## src/rtl/rns_ex_pkg.sv

```systemverilog
// rtl/rns_ex_pkg.sv - shared constants for the RNS execute stage
// Op encodings, domain byte width and default per-domain moduli.
package rns_ex_pkg;

   localparam int DOMAIN_W = 8;

   localparam logic [2:0] OP_ADD  = 3'd0;
   localparam logic [2:0] OP_SUB  = 3'd1;
   localparam logic [2:0] OP_AND  = 3'd2;
   localparam logic [2:0] OP_OR   = 3'd3;
   localparam logic [2:0] OP_NOT  = 3'd4;
   localparam logic [2:0] OP_SHL  = 3'd5;
   localparam logic [2:0] OP_CMP  = 3'd6;
   localparam logic [2:0] OP_PASS = 3'd7;

   // Domain0 sits in the most-significant byte; a zero byte means modulus 256.
   localparam logic [23:0] DEFAULT_MODULI = {8'd0, 8'd251, 8'd241};

   function automatic logic [8:0] eff_modulus(input logic [7:0] m);
      return (m == 8'd0) ? 9'd256 : {1'b0, m};
   endfunction

endpackage

```

## src/rtl/rns_mod_alu.sv

```systemverilog
// rtl/rns_mod_alu.sv - combinational single-domain residue ALU
// Modular reduction is compiled in only when RNS_EX_MODRED_EN is defined.
module rns_mod_alu
   import rns_ex_pkg::*;
#(
   parameter logic [7:0] MODULUS = 8'd0
) (
   input  logic [2:0]          i_op,
   input  logic [DOMAIN_W-1:0] i_a,
   input  logic [DOMAIN_W-1:0] i_b,
   input  logic                i_cin,
   output logic [DOMAIN_W-1:0] o_result,
   output logic                o_carry
);

`ifdef RNS_EX_MODRED_EN
   localparam bit MOD_EN = 1'b1;
`else
   localparam bit MOD_EN = 1'b0;
`endif

   localparam logic [8:0] M = MOD_EN ? eff_modulus(MODULUS) : 9'd256;

   logic [8:0] w_sum;
   logic       w_add_wrap;
   logic [8:0] w_add_res;
   logic       w_borrow;
   logic [8:0] w_sub_res;

   // With M = 256 the same wrap/borrow arithmetic degenerates to plain 8-bit math.
   always_comb begin
      w_sum      = {1'b0, i_a} + {1'b0, i_b} + {8'd0, i_cin};
      w_add_wrap = (w_sum >= M);
      w_add_res  = w_sum - (w_add_wrap ? M : 9'd0);
      w_borrow   = (i_a < i_b);
      w_sub_res  = {1'b0, i_a} - {1'b0, i_b} + (w_borrow ? M : 9'd0);
   end

   always_comb begin
      o_result = i_a;
      o_carry  = 1'b0;
      case (i_op)
         OP_ADD: begin
            o_result = w_add_res[7:0];
            o_carry  = w_add_wrap;
         end
         OP_SUB: begin
            o_result = w_sub_res[7:0];
            o_carry  = w_borrow;
         end
         OP_AND:  o_result = i_a & i_b;
         OP_OR:   o_result = i_a | i_b;
         OP_NOT:  o_result = ~i_a;
         OP_SHL:  o_result = {i_a[6:0], 1'b0};
         default: o_result = i_a;
      endcase
   end

endmodule

```

## src/rtl/rns_ex_stage.sv

```systemverilog
// rtl/rns_ex_stage.sv - RNS execute stage: handshake, flags, result register
// Optional modular reduction selected by macro RNS_EX_MODRED_EN.
module rns_ex_stage
   import rns_ex_pkg::*;
#(
   parameter int                       NUM_DOMAINS  = 3,
   parameter int                       PROG_CTR_WID = 10,
   parameter logic [NUM_DOMAINS*8-1:0] MODULI       = DEFAULT_MODULI
) (
   input  logic                            clk,
   input  logic                            reset,
   input  logic                            in_valid,
   output logic                            in_ready,
   input  logic [NUM_DOMAINS*DOMAIN_W-1:0] op1,
   input  logic [NUM_DOMAINS*DOMAIN_W-1:0] op2,
   input  logic [2:0]                      op_sel,
   input  logic                            carry_in,
   input  logic                            store_true,
   input  logic                            wr_en_in,
   input  logic [PROG_CTR_WID-1:0]         pc_in,
   input  logic                            flush,
   output logic                            out_valid,
   input  logic                            out_ready,
   output logic [NUM_DOMAINS*DOMAIN_W-1:0] result,
   output logic [NUM_DOMAINS-1:0]          carry_out,
   output logic                            flag_gt,
   output logic                            flag_lt,
   output logic                            flag_eq,
   output logic                            flag_carry,
   output logic                            wr_en_out,
   output logic [PROG_CTR_WID-1:0]         pc_out
);

   localparam int BUS_W = NUM_DOMAINS * DOMAIN_W;

   logic [BUS_W-1:0]        w_op2_eff;
   logic [BUS_W-1:0]        w_result;
   logic [NUM_DOMAINS-1:0]  w_carry;
   logic                    w_accept;
   logic [DOMAIN_W-1:0]     w_a0;
   logic [DOMAIN_W-1:0]     w_b0;

   logic                    r_valid;
   logic [BUS_W-1:0]        r_result;
   logic [NUM_DOMAINS-1:0]  r_carry;
   logic                    r_gt;
   logic                    r_lt;
   logic                    r_eq;
   logic                    r_fcarry;
   logic                    r_wr_en;
   logic [PROG_CTR_WID-1:0] r_pc;

   assign w_op2_eff = store_true ? '0 : op2;
   assign in_ready  = !r_valid || out_ready;
   assign w_accept  = in_valid && in_ready && !flush;
   assign w_a0      = op1[BUS_W-1 -: DOMAIN_W];
   assign w_b0      = w_op2_eff[BUS_W-1 -: DOMAIN_W];

   // Domain i lives at byte (NUM_DOMAINS-1-i); carry bit follows the same order.
   for (genvar i = 0; i < NUM_DOMAINS; i++) begin : g_dom
      localparam int LSB = (NUM_DOMAINS - 1 - i) * DOMAIN_W;
      rns_mod_alu #(
         .MODULUS (MODULI[LSB +: DOMAIN_W])
      ) u_alu (
         .i_op     (op_sel),
         .i_a      (op1[LSB +: DOMAIN_W]),
         .i_b      (w_op2_eff[LSB +: DOMAIN_W]),
         .i_cin    (carry_in),
         .o_result (w_result[LSB +: DOMAIN_W]),
         .o_carry  (w_carry[NUM_DOMAINS - 1 - i])
      );
   end

   always_ff @(posedge clk or negedge reset) begin
      if (!reset) begin
         r_valid  <= 1'b0;
         r_result <= '0;
         r_carry  <= '0;
         r_wr_en  <= 1'b0;
         r_pc     <= '0;
      end else if (flush) begin
         r_valid <= 1'b0;
      end else if (w_accept) begin
         r_valid  <= 1'b1;
         r_result <= w_result;
         r_carry  <= w_carry;
         r_wr_en  <= wr_en_in;
         r_pc     <= pc_in;
      end else if (r_valid && out_ready) begin
         r_valid <= 1'b0;
      end
   end

   // Flags change only with an accepted instruction, so a flush leaves them alone.
   always_ff @(posedge clk or negedge reset) begin
      if (!reset) begin
         r_gt     <= 1'b0;
         r_lt     <= 1'b0;
         r_eq     <= 1'b0;
         r_fcarry <= 1'b0;
      end else if (w_accept) begin
         if (op_sel == OP_CMP) begin
            r_gt <= (w_a0 > w_b0);
            r_lt <= (w_a0 < w_b0);
            r_eq <= (w_a0 == w_b0);
         end
         if (op_sel == OP_ADD || op_sel == OP_SUB) begin
            r_fcarry <= w_carry[NUM_DOMAINS-1];
         end
      end
   end

   assign out_valid  = r_valid;
   assign result     = r_result;
   assign carry_out  = r_carry;
   assign flag_gt    = r_gt;
   assign flag_lt    = r_lt;
   assign flag_eq    = r_eq;
   assign flag_carry = r_fcarry;
   assign wr_en_out  = r_wr_en;
   assign pc_out     = r_pc;

endmodule
```

## config.mk

```make
export PLATFORM = sky130hd
export DESIGN_NAME = rns_ex_stage
export DESIGN_NICKNAME = d
export VERILOG_FILES = /design/src/rtl/rns_ex_pkg.sv /design/src/rtl/rns_mod_alu.sv /design/src/rtl/rns_ex_stage.sv
export SDC_FILE = /design/constraint.sdc
export NUM_CORES = 1
export LEC_CHECK = 0
export CAP_MARGIN = 25
export CORE_MARGIN = 10
export CORE_UTILIZATION = 49
export CTS_CLUSTER_DIAMETER = 150
export DETAILED_ROUTE_END_ITERATION = 8
export PLACE_DENSITY_LB_ADDON = 0.05
export REMOVE_ABC_BUFFERS = 1
export SLEW_MARGIN = 15
export SYNTH_ARGS = -nofsm -noshare
export SYNTH_HDL_FRONTEND = slang
export SYNTH_SLANG_ARGS = --single-unit
```

## constraint.sdc

```tcl
create_clock -name clk -period 1.72 [get_ports clk]
set_input_delay 0.344 -clock clk [delete_from_list [all_inputs] [get_ports clk]]
set_output_delay 0.344 -clock clk [all_outputs]
set_load 0.02 [all_outputs]
```

---- Word-level counts from Yosys, hierarchy flattened ----
Cells that the tools add are included.
cells by class
  muxes and demuxes ....................... 10
  $add $sub $neg .......................... 15
  order comparisons ....................... 7
  bitwise operators ....................... 10
  reduce and logical (&&, ||, !) cells .... 12
  eq/ne operators ......................... 7
operators with widths
  operator                                              count
  one-hot mux 8 bit (6 select lines)                    3
  adder 8 x 8 -> 9 bit                                  3
  adder 9 x 1 -> 9 bit                                  3
  >= comparator 9 bit (second input constant)           3
  adder 8 bit (second input constant)                   3
  AND 8 bit                                             3
  < comparator 8 bit                                    3
  two-way mux 24 bit                                    1
  inverter 8 bit                                        3
  OR 8 bit                                              3
  subtractor 8 bit                                      3
  subtractor 8 bit (second input constant)              3
  equality test 3 bit (second input constant)           3
  equality test 8 bit                                   1
  greater-than comparator 8 bit                         1
  equality test 3 x 2 -> 1 bit (second input constant)  2
  one-hot mux 1 bit (2 select lines)                    3
  AND reduction 2 bit                                   3
  equality test 3 x 1 -> 1 bit (second input constant)  1
  logical AND 1 bit                                     3
  zero test 3 bit                                       1
  two-way mux 1 bit                                     3
  nonzero test 3 bit                                    1
  zero test 1 bit                                       2
  2 further kinds                                       3
storage, ports and cells
  word-level logic and storage cells ...... 70
  output and inout bits ................... 44
  bits in registers ....................... 43

---- Depth between registers and ports, before layout ----
  depth in word-level cells ............... 6
  gate-level depth with buffers ........... 13
  depth with buffers taken out ............ 11

---- Hierarchy ----
From an unflattened synthesis, not the netlist that was laid out.
second synthesis, totals
  cell total of the unflattened synthesis .. 733
  area, all modules ....................... 5,994.5 µm²
modules (own cells, without submodules)
  module                        instances  area an instance (µm²)  cells an instance
  rns_ex_stage                  1          2,021.9                 157
  rns_mod_alu (g_dom[0].u_alu)  1          1,386.3                 202
  rns_mod_alu (g_dom[2].u_alu)  1          1,335.0                 198
  rns_mod_alu (g_dom[1].u_alu)  1          1,251.2                 176

---- Worst setup path after synthesis ----
OpenSTA, ideal clock, no wires.
  kind .................................... input to register
  start ................................... in store_true
  end ..................................... reg r_result[22] (netlist: result[22])
  cell stages on the path ................. 11
  setup slack ............................. -0.972 ns
  library setup time ...................... 0.132 ns
  data arrival time ....................... 2.559 ns
  data required time ...................... 1.588 ns
  cells stage by stage .................... buf_2 -> clkbuf_1 -> nand2b_1 -> inv_1 -> fa_1 -> o21ba_1 -> o21bai_1 -> a21oi_1 -> o211a_1 -> a2111oi_0 -> o31ai_1
between the ends
  word-level cells in the longest chain between the ends .. 5
  elaborated cells between the ends (all ways) .. 9
  classes of those cells .................. add/sub: 5; mux: 2; bitwise: 2
ends and longest elaborated chain
  what                                  RTL line            text
  start: declaration                    rns_ex_stage.sv:18  input logic store_true,
  two-way mux 24 bit *                  rns_ex_stage.sv:53  assign w_op2_eff = store_true ? '0 : op2;
  adder 8 x 8 -> 9 bit                  rns_mod_alu.sv:32   w_sum = {1'b0, i_a} + {1'b0, i_b} + {8'd0, i_cin};
  adder 9 x 1 -> 9 bit                  rns_mod_alu.sv:32
  subtractor 8 bit                      rns_mod_alu.sv:34   w_add_res = w_sum - (w_add_wrap ? M : 9'd0);
  one-hot mux 8 bit (6 select lines) *  rns_mod_alu.sv:42   case (i_op)
  end signal: assignment                rns_ex_stage.sv:85  r_result <= w_result;
  end: declaration                      rns_ex_stage.sv:44  logic [BUS_W-1:0] r_result;
Mark *: on every way between the ends. The rest lies on a longest branch, timed or not.
A chain may end at the register's enable or synchronous reset.

---- Worst setup path after layout ----
  start ................................... in store_true
  end ..................................... reg r_result[12] (netlist: result[12])
Same word-level chain as after synthesis.

==> impl_metrics.toml <==
[yosys]
synth_edf_count = 0
ys_seq_area_share_pct = 19.05
ys_types = 58
syn_inst = 747
synth.largest_area_cell = "dfrtp_1"
avgSynthCellArea_um2 = 7.562
ys_ff_latch = 43
yosysTopAreaCellShare_pct = 19.05
yosysWarnings = 0
synthArstFlopShare_pct = 100.0
yosys-top-cells-area = "dfrtp_1 19%, ha_1 19%, nand2_1 6.2%"
synth_most_common_cell = "nand2_1"
synthTopCellsByCount = "94 x nand2_1, 86 x ha_1, 66 x inv_1"
netlist_area_um2 = 5649
synthFlopType = "dfrtp_1"

[power]
p_leak_nw = 4.681
power_density_nw_per_um2 = 575.0
ir_drop_v = 0.0005635

[job]
maxCapViolCount = 0

[clock_network]
cts.sinks = 43
clk_pin_slew_worst_paths_ns = 0.07
clock_latency_ns = 0.30
cts.path.max_buffers = 2
cts-root-buf = "clkbuf_16"
numCtsBuffers = 5
cts_tree = "yes"
htree_levels = 2

[hold_path]
hp-class = "in -> async"

[global_routing]
antenna_found_initial = 1
grt_max_degree = 44
grt_pass1_wl_mm = 37.98
grt_pass1_vias = 7325
grt.overflow.total = 0
grt_util_all_layers_pct = 28.55

[route]
dr.pass1.iters = 8
drt_wl_total_mm = 28.28
via_per_inst = 6.314
drc = 0
avgRoutedWirePerCell_um = 23.51
vias = 7596
antenna_left = 0
drt_iter0_markers = 989

[placed_design]
gp_congestion = 1.006
port_buffers = 112
placed_cells = 1165
post-dp-hpwl_mm = 17.18

[timing]
final.setup.worst_slack_ns = -0.6840
hold_violations = 0
slew_headroom_pct = 65.19
fin_worst_skew_ns = 0.007134
setup_viol = 30
grt_setup_unrepaired = "yes"
period_share_pct = 139.8
max_freq_mhz = 416.0
post-route-min-period_ns = 2.404
max_slew.worst_pin.slew_ns = 0.5221
maxSlewViolCount = 0

[setup_path]
worst-path-max-fanout = 5
worstSetupPathType = "in -> reg"
cpMaxStageDelayCell = "or3_1"
reg2reg_depth = 7
start_kind = "input pin"
worstPathRequired_ns = 1.89
critical_path.cell_chain = "buf_12, buf_12, nand2b_4, ha_4, ha_4, nor2_4, fa_2, nor2b_1, o21ai_2, a21oi_2, or3_1, a31oi_1, o21ai_1"
r2r_end = "result[6]"
cpPeakStageDelay_ns = 0.38
worst_setup_path_end_kind = "flip-flop"
reg2reg_from = "out_valid"
reg2reg_setup_slack_ns = -0.14
arrival_ns = 2.57

[cells_and_area]
area_delta_synth_final_pct = 73.36
final_nets = 1219
num-fill-cells = 613
utilization_pct = 86.13
drive_above_1_share_pct = 37.24
finalNonFillerCells = 1203

[run_status]
status = "complete, but fails checks"
violations = "negative setup slack"

[die]
initial_utilization_pct = 49.69
dieArea_um2 = 16220
core_um2 = 11370
std_cell_rows = 39
pin_count = 113
die_y_um = 127.4
die_w_um = 127.4
per-stage QoR:
| step | setup TNS [ns] | setup WS, ns | area, µm² | hold slack, ns | power (mW) |
|---|---|---|---|---|---|
| final | -13.85 | -0.6840 | 9793 | 0.03601 | 5.631 |
| after global routing | -15.12 | -0.7220 | 9791 | 0.03857 | 5.832 |
| after CTS | -11.23 | -0.5769 | 9285 | 0.03945 | 5.173 |
| after detailed placement | -36.98 | -1.419 | 8403 | 0.3483 | 3.908 |
| after global placement | -35.22 | -1.400 | 8403 | 0.3470 | 3.845 |
| after floorplan | -47.88 | -1.845 | 5466 | 0.04841 | 2.479 |
per-layer routing:
| metal | vias to the layer above | share of wire [%] | global-route usage [%] |
|---|---|---|---|
| li1 | 3229 | - | - |
| met1 | 3545 | 36 | 31.91 |
| met2 | 622 | 47 | 47.81 |
| met3 | 200 | 10 | 7.113 |
| met4 | 0 | 6.5 | 17.68 |
| met5 | - | 0 | 0 |
state kept, by name (all words and copies together) (netlist names):
name,count
carry_out,3
flag_carry,1
flag_eq,1
flag_gt,1
flag_lt,1
out_valid,1
pc_out,10
result,24
wr_en_out,1
repair_timing:
action | in CTS | in global routing
gates cloned | 2 | 0
hold buffers | 0 | 0
endpoints found under the setup margin | 32 | 31
pin swaps | 72 | 73
gates resized for setup | 141 | 83
buffers inserted | 13 | 14
logic make-up (layout without fill, tap and decap cells):
group | after synthesis | count (layout) | synth area share, %
fa+ha+maj | 92 | 92 | 21.17
buf+inv | 112 | 423 | 7.752
other cells | 0 | 2 | 0
xor+xnor | 13 | 13 | 2.016
mux | 15 | 15 | 3.123
simple gates | 254 | 254 | 21.79
compound gates | 218 | 218 | 25.09
flops | 43 | 43 | 19.05
cells in the final DEF (no fill, tap or decap), types with 13 or more instances in the layout:
cell type and count:
nand2_1 91, nor2_1 50, inv_1 57, dfrtp_1 43, o21ai_0 29, a21oi_1 45
dlygate4sd2_1 16, ha_4 19, nand2b_4 13, o21ai_1 23, ha_1 62, buf_4 211
buf_6 15, clkdlybuf4s50_1 89, nand2b_1 16
how the worst max path moves through the flow:
stage / from / endpoint / slack (ns) / cells after the start
2_1_floorplan: out_valid / result[7] / -1.84 / 6
3_3_place_gp: store_true / result[14] / -1.40 / 14
3_5_place_dp: store_true / result[14] / -1.42 / 14
4_1_cts: store_true / result[4] / -0.58 / 13
5_1_grt: store_true / carry_out[0] / -0.72 / 12
6_report: store_true / result[12] / -0.68 / 13
power breakdown:
part	internal (mW)	leakage [nW]	switching, mW	total, mW
registers	1.19	0.525	0.120	1.31
logic	1.61	4.08	1.70	3.31
clock network	0.569	0.0727	0.442	1.01
critical path, delay by kind of cell:
family	cells	cell delay (ns)
compound gates	4	0.60
fa+ha+maj	3	0.64
buf+inv	2	0.26
simple gates	4	0.73
cell type report:
type / count / area (µm²) / share of cell area (%)
diodes: 2 / 5.005 / 0.05111
clock buffers: 6 / 138.9 / 1.418
repair buffers: 348 / 3064 / 31.29
clock inverters: 1 / 5.005 / 0.05111
inverters: 68 / 255.2 / 2.606
multi-input cells: 592 / 5070 / 51.77
well taps: 143 / 178.9 / 1.827
flip-flops and latches: 43 / 1076 / 10.99
Power figures use the tool's default switching activity.
